--- src/rtl/unstacker_rr_arbiter.sv ---
// Round-robin arbiter that shares one 128-to-32-bit unstacker between N_REQ block producers.
// The grant and source tag stay in place until the unstacker has drained all beats of the block.
module unstacker_rr_arbiter #(
    parameter int unsigned N_REQ = 2,
    parameter int unsigned SRC_W = $clog2(N_REQ),
    parameter int unsigned BEATS = 4
) (
    input  logic                 clk_i,
    input  logic                 rst_ni,
    input  logic                 clr_i,
    input  logic                 enable_i,
    input  logic [N_REQ-1:0]     req_valid_i,
    input  logic [N_REQ*128-1:0] req_data_i,
    output logic [N_REQ-1:0]     req_ready_o,
    output logic                 blk_valid_o,
    input  logic                 blk_ready_i,
    output logic [127:0]         blk_data_o,
    input  logic                 beat_valid_i,
    input  logic                 beat_ready_i,
    output logic [SRC_W-1:0]     src_o,
    output logic                 src_valid_o,
    output logic                 busy_o,
    output logic [15:0]          blk_cnt_o,
    output logic                 err_o
);

    typedef enum logic [1:0] {StIdle, StFwd, StDrain} state_e;

    state_e           state_q;
    logic [SRC_W-1:0] g_q;
    logic [SRC_W-1:0] ptr_q;
    logic [1:0]       bc_q;
    logic [15:0]      blk_cnt_q;
    logic             err_q;

    logic             pick_valid;
    logic [SRC_W-1:0] pick_idx;
    logic [31:0]      scan_idx;
    logic [31:0]      g_inc;
    logic             beat;

    // Beats only complete while enabled; a disabled cycle neither counts nor flags them.
    assign beat  = enable_i & beat_valid_i & beat_ready_i;
    assign g_inc = (32'(g_q) + 32'd1) % N_REQ;

    // First valid requester scanning ptr, ptr+1, ... ; scanned backwards so the nearest wins.
    always_comb begin
        pick_valid = 1'b0;
        pick_idx   = '0;
        scan_idx   = '0;
        for (int unsigned off = N_REQ; off > 0; off--) begin
            scan_idx = (32'(ptr_q) + off - 32'd1) % N_REQ;
            if (req_valid_i[scan_idx[SRC_W-1:0]]) begin
                pick_valid = 1'b1;
                pick_idx   = scan_idx[SRC_W-1:0];
            end
        end
    end

    // Control FSM with grant, pointer, beat counter, block counter and sticky error.
    always_ff @(posedge clk_i or negedge rst_ni) begin
        if (!rst_ni) begin
            state_q   <= StIdle;
            g_q       <= '0;
            ptr_q     <= '0;
            bc_q      <= '0;
            blk_cnt_q <= '0;
            err_q     <= 1'b0;
        end else if (clr_i) begin
            state_q   <= StIdle;
            g_q       <= '0;
            ptr_q     <= '0;
            bc_q      <= '0;
            blk_cnt_q <= '0;
            err_q     <= 1'b0;
        end else if (enable_i) begin
            unique case (state_q)
                StIdle: begin
                    if (beat) err_q <= 1'b1;
                    if (pick_valid) begin
                        g_q     <= pick_idx;
                        state_q <= StFwd;
                    end
                end
                StFwd: begin
                    if (beat) err_q <= 1'b1;
                    if (blk_ready_i) begin
                        state_q <= StDrain;
                        bc_q    <= '0;
                    end
                end
                StDrain: begin
                    if (beat) begin
                        if (bc_q == 2'(BEATS - 1)) begin
                            state_q   <= StIdle;
                            bc_q      <= '0;
                            ptr_q     <= g_inc[SRC_W-1:0];
                            blk_cnt_q <= blk_cnt_q + 16'd1;
                        end else begin
                            bc_q <= bc_q + 2'd1;
                        end
                    end
                end
                default: state_q <= StIdle;
            endcase
        end
    end

    // Requester accept only for the granted index while forwarding.
    always_comb begin
        req_ready_o = '0;
        if (state_q == StFwd && enable_i) req_ready_o[g_q] = blk_ready_i;
    end

    // Combinational block path; zero outside FWD so idle data never leaks downstream.
    always_comb begin
        blk_data_o = '0;
        if (state_q == StFwd) begin
            for (int i = 0; i < N_REQ; i++) begin
                if (g_q == SRC_W'(i)) blk_data_o = req_data_i[i*128 +: 128];
            end
        end
    end

    assign blk_valid_o = (state_q == StFwd) & enable_i;
    assign src_o       = g_q;
    assign src_valid_o = (state_q != StIdle);
    assign busy_o      = (state_q != StIdle);
    assign blk_cnt_o   = blk_cnt_q;
    assign err_o       = err_q;

endmodule

--- config.mk ---
export PLATFORM = sky130hd
export DESIGN_NAME = unstacker_rr_arbiter
export DESIGN_NICKNAME = d
export VERILOG_FILES = /design/src/rtl/unstacker_rr_arbiter.sv
export SDC_FILE = /design/constraint.sdc
export NUM_CORES = 1
export LEC_CHECK = 0
export BUFFER_PORTS_ARGS = -buffer_cell sky130_fd_sc_hd__buf_2
export CAP_MARGIN = 20
export CORE_AREA = 2 2 162 164
export CTS_CLUSTER_SIZE = 28
export DETAILED_ROUTE_END_ITERATION = 12
export DIE_AREA = 0 0 164 166
export HOLD_SLACK_MARGIN = 0.15
export PLACE_DENSITY = 0.47
export SLEW_MARGIN = 30
export SYNTH_ARGS = -nofsm -noshare
export SYNTH_HDL_FRONTEND = slang
export SYNTH_SLANG_ARGS = --single-unit
--- constraint.sdc ---
create_clock -name clk_i -period 2.65 [get_ports clk_i]
set_input_delay 0.795 -clock clk_i [delete_from_list [all_inputs] [get_ports clk_i]]
set_output_delay 0.795 -clock clk_i [all_outputs]
set_load 0.02 [all_outputs]
==> results <==
- The initial cell density of the core is 12.2%.
- The critical path data arrival time is 1.72 ns.
- sky130_fd_sc_hd__mux2i_1 takes more of the synthesized area than any other cell.
- The leakage power is 2.94 nW.
- The relative slew slack is 63.4%.
- The synthesized design devotes to its leading area cell type 41.6% of total area.
- The critical path's most frequent cell is sky130_fd_sc_hd__buf_12.
- The highest net fanout along the worst path is 27.
- In the final layout, the share of cells above drive strength 1 is 53.3%.
- The number of routed nets with antenna violations is 0.
- The setup TNS is 0 ns.
- The least setup slack across all paths after layout is approximately 0.14 ns.
- The first routing iteration left about 200 violations.
- The utilization after layout is about 22%.
- Traced cell by cell, the critical path runs through buf_12, buf_12, mux2i_1, nor2_1, buf_2.
- In the synthesized netlist the dominant register cell turns out to be sky130_fd_sc_hd__dfrtp_1.
- At the placement stage, the worst setup path has a slack of 0.207 ns.
- Per report_power, the sequential group accounts for 23.2% of the total.
- A synthesized cell averages 7.42 µm².
- The unique cell type count in the Yosys netlist is 34.
- After synthesis, flip-flops and latches occupy about 18% of the total area.
- The commonest cells after synthesis are sky130_fd_sc_hd__nor2_1 (145), sky130_fd_sc_hd__mux2i_1 (130), sky130_fd_sc_hd__clkbuf_1 (24), sky130_fd_sc_hd__dfrtp_1 (23), sky130_fd_sc_hd__o21ai_0 (13).
- The number of setup buffers added after CTS is 0.
- The number of hold buffers added after cts is 0.
- The number of port buffers is 415.
- The run finished with clean final reports.
- In this run, synthesis produced a sequential element count of 23.
- TritonCTS created 3 clock buffers.
- Static timing analysis puts the maximum clock frequency at 0.398 GHz.
- The Yosys warning count is 0.
- In this run the power spent charging and discharging nets is 634 µW.
- The kind of end point of the critical path is an output pin.
- The detailed-route vias per instance is 3.87.
- Cell internal power was estimated by the tool at 926 µW.
- The floorplan step set the die height to between 150 and 200 µm.
- Global routing finished with a remaining overflow of 0.
- The count of maximum capacitance violations is 0.
- The total I/O pin count is 416.
- The share of flip-flops with an asynchronous set or reset is 100%.
- The class of the worst hold path is input pin to asynchronous set/reset pin.
- The largest net degree at the start of global routing is 62.
- For the pin with the worst max-slew slack, the measured transition is 0.549 ns.
- The largest individual stage delay along the critical path comes from the cell sky130_fd_sc_hd__dfrtp_4.
- The area growth from synthesis to layout is 83.5%.
- Global routing used 12.6% of the available tracks across all layers.
- The worst setup path is of the register to output pin kind.
- The clock passes through at most 2 buffers.
- The final layout contains about 1,100 nets.
- The area of the die is 0.0272 mm².
- The number of nets produced by synthesis is 688.
- The completed layout was analyzed and its total power is 1.56 mW.
- Of the total power, the clock network draws about a fifth.
- The die extent in x is about 160 µm.
- Final hold analysis gives a worst-case slack of 0.520 ns.
- The total standard cell area after synthesis is 0.00313 mm².
- After floorplanning, the core was divided into between 50 and 60 placement rows.
- The cell count after synthesis is 421.
- The number of remaining DRC errors is 0.
- Setup violations remaining at the end of the flow were counted as 0.
- The first global-routing pass estimated 26,700 µm of wire.
- The post-cts gate resize count is 0.
- The final hold violation count is 0.
- Between clock sinks in the finished design, the worst skew comes to 0.00211 ns.
- The wire length per cell after detailed routing is 15.7 µm.
- The longest individual stage delay on the worst path is 0.44 ns.
- Setup repair after global routing left no endpoint under its margin.
- The required time of the worst setup path is roughly 1.9 ns.
- At the later pin of the worst-skew pair, clock insertion delay measures 0.25 ns.
- Before antenna repair, the detailed router went through 4 iterations.
- The HPWL after detailed placement is 15,700 µm.
- The max-slew violation count is 0.
- Subtracting the final worst setup slack from the clock period gives 2.51 ns.
- The number of flops mapped to enable cells by yosys is 0.
- By instance count, the leading cell after synthesis is sky130_fd_sc_hd__nor2_1.
- VDD sags by at most 0.195 mV.
- In this run the number of H-tree levels came out at 1.
- The initial antenna violation count is 6.
- By area the synthesized netlist is led by sky130_fd_sc_hd__mux2i_1 (42%), sky130_fd_sc_hd__dfrtp_1 (18%), sky130_fd_sc_hd__nor2_1 (17%), sky130_fd_sc_hd__clkbuf_1 (2.9%), sky130_fd_sc_hd__o21ai_0 (2.1%).
- For this design the ratio of total power to cell area is around 270 mW/mm².
- The root buffer cell chosen for the clock tree is sky130_fd_sc_hd__clkbuf_16.
- The region available for standard cell placement spans 0.0256 mm².
- The clock drives 23 sinks.
- Summed over all layers, the routed wires come to 18,200 µm.
- The via count of the first global-routing pass is 4,493.
- The clock-pin slew on the worst setup and hold paths is 0.06 ns.
- The final worst-path cycle share is 94.8%.
- The congestion estimate from routability-driven global placement came to slightly above 0.8.
- The routed layout has around 4,500 vias.
- The share of power burned in combinational logic is roughly 56%.
- The category of the worst setup path launch point is a register.
- The CTS tree is yes.
- The switching part of the total is approximately two fifths.
-- layout by cell type, fill, tap and decap left out, types with 2 or more instances in the layout --
cell type and instances:
sky130_fd_sc_hd__or3_1 6, sky130_fd_sc_hd__inv_1 5, sky130_fd_sc_hd__and4_1 3, sky130_fd_sc_hd__nand4_1 5
sky130_fd_sc_hd__nor3_1 2, sky130_fd_sc_hd__diode_2 4, sky130_fd_sc_hd__dfrtp_1 22, sky130_fd_sc_hd__xnor2_1 6
sky130_fd_sc_hd__nand3_1 8, sky130_fd_sc_hd__a31oi_1 2, sky130_fd_sc_hd__a22oi_1 2, sky130_fd_sc_hd__buf_12 5
sky130_fd_sc_hd__buf_2 415, sky130_fd_sc_hd__buf_4 7, sky130_fd_sc_hd__o21ai_0 13, sky130_fd_sc_hd__nand2_1 7
sky130_fd_sc_hd__nor2_1 145, sky130_fd_sc_hd__nor4_1 2, sky130_fd_sc_hd__ha_1 2, sky130_fd_sc_hd__clkbuf_16 3
sky130_fd_sc_hd__xor2_1 2, sky130_fd_sc_hd__a21oi_1 11, sky130_fd_sc_hd__mux2i_1 130
-- kinds of logic after synthesis --
kind of cell	synth area share [%]
compound gates	5.48
xor+xnor	2.24
fa+ha+maj	0.801
buf+inv	5.04
flops	18.4
mux	41.6
simple gates	26.4
-- flip-flops by register name, summed over array words and instances (netlist names) --
signal     flops
err_o          1
blk_cnt_o     16
src_o          1
bc_q           2
ptr_q          1
state_q        2
-- worst max-delay path, delay by kind of cell (launching register included) --
kind          cells  cell delay, ns
simple gates      1            0.07
flops             1            0.44
mux               1            0.28
buf+inv           3            0.62
-- metrics by stage --
step	instance area [µm²]	cells
4_1_cts	5730	1153
5_1_grt	5730	1156
6_report	5740	1157
3_3_place_gp	5650	1149
3_5_place_dp	5650	1149
2_1_floorplan	3130	421
-- final timing paths --
path	cells after the start	from	slack [ns]	to
worst max-delay path	5	src_o	0.14	blk_data_o[48]
worst max register to register	4	state_q[0]	0.65	blk_cnt_o[11]
min in group clk_i	2	err_o	0.52	err_o
max in group asynchronous	1	rst_ni	1.71	src_o
worst min register to register	2	err_o	0.52	err_o
worst min-delay path	1	rst_ni	0.52	blk_cnt_o[3]
-- per-layer routing --
metal  global-route usage (%)  routed length, µm
met5                        0                  0
met4                     1.95                227
met3                     1.85               1140
met2                     21.9               8780
met1                     16.8               8030
-- power by group through the flow --
stage	clock [mW]	combinational (mW)	sequential [mW]
4_1_cts	0.339	0.874	0.361
6_report	0.332	0.867	0.361
3_3_place_gp	0	0.869	0.368
5_1_grt	0.353	0.943	0.362
2_1_floorplan	0	0.448	0.364
3_5_place_dp	0	0.869	0.368
-- area by class of cell --
class | count | area (µm²)
inverters | 5 | 18.8
fillers | 2932 | 19900
multi-input cells | 359 | 2400
flip-flops and latches | 23 | 579
well taps | 335 | 419
diodes | 4 | 10.0
repair buffers | 427 | 2230
clock buffers | 4 | 78.8
(Power assumes the default switching activity.)
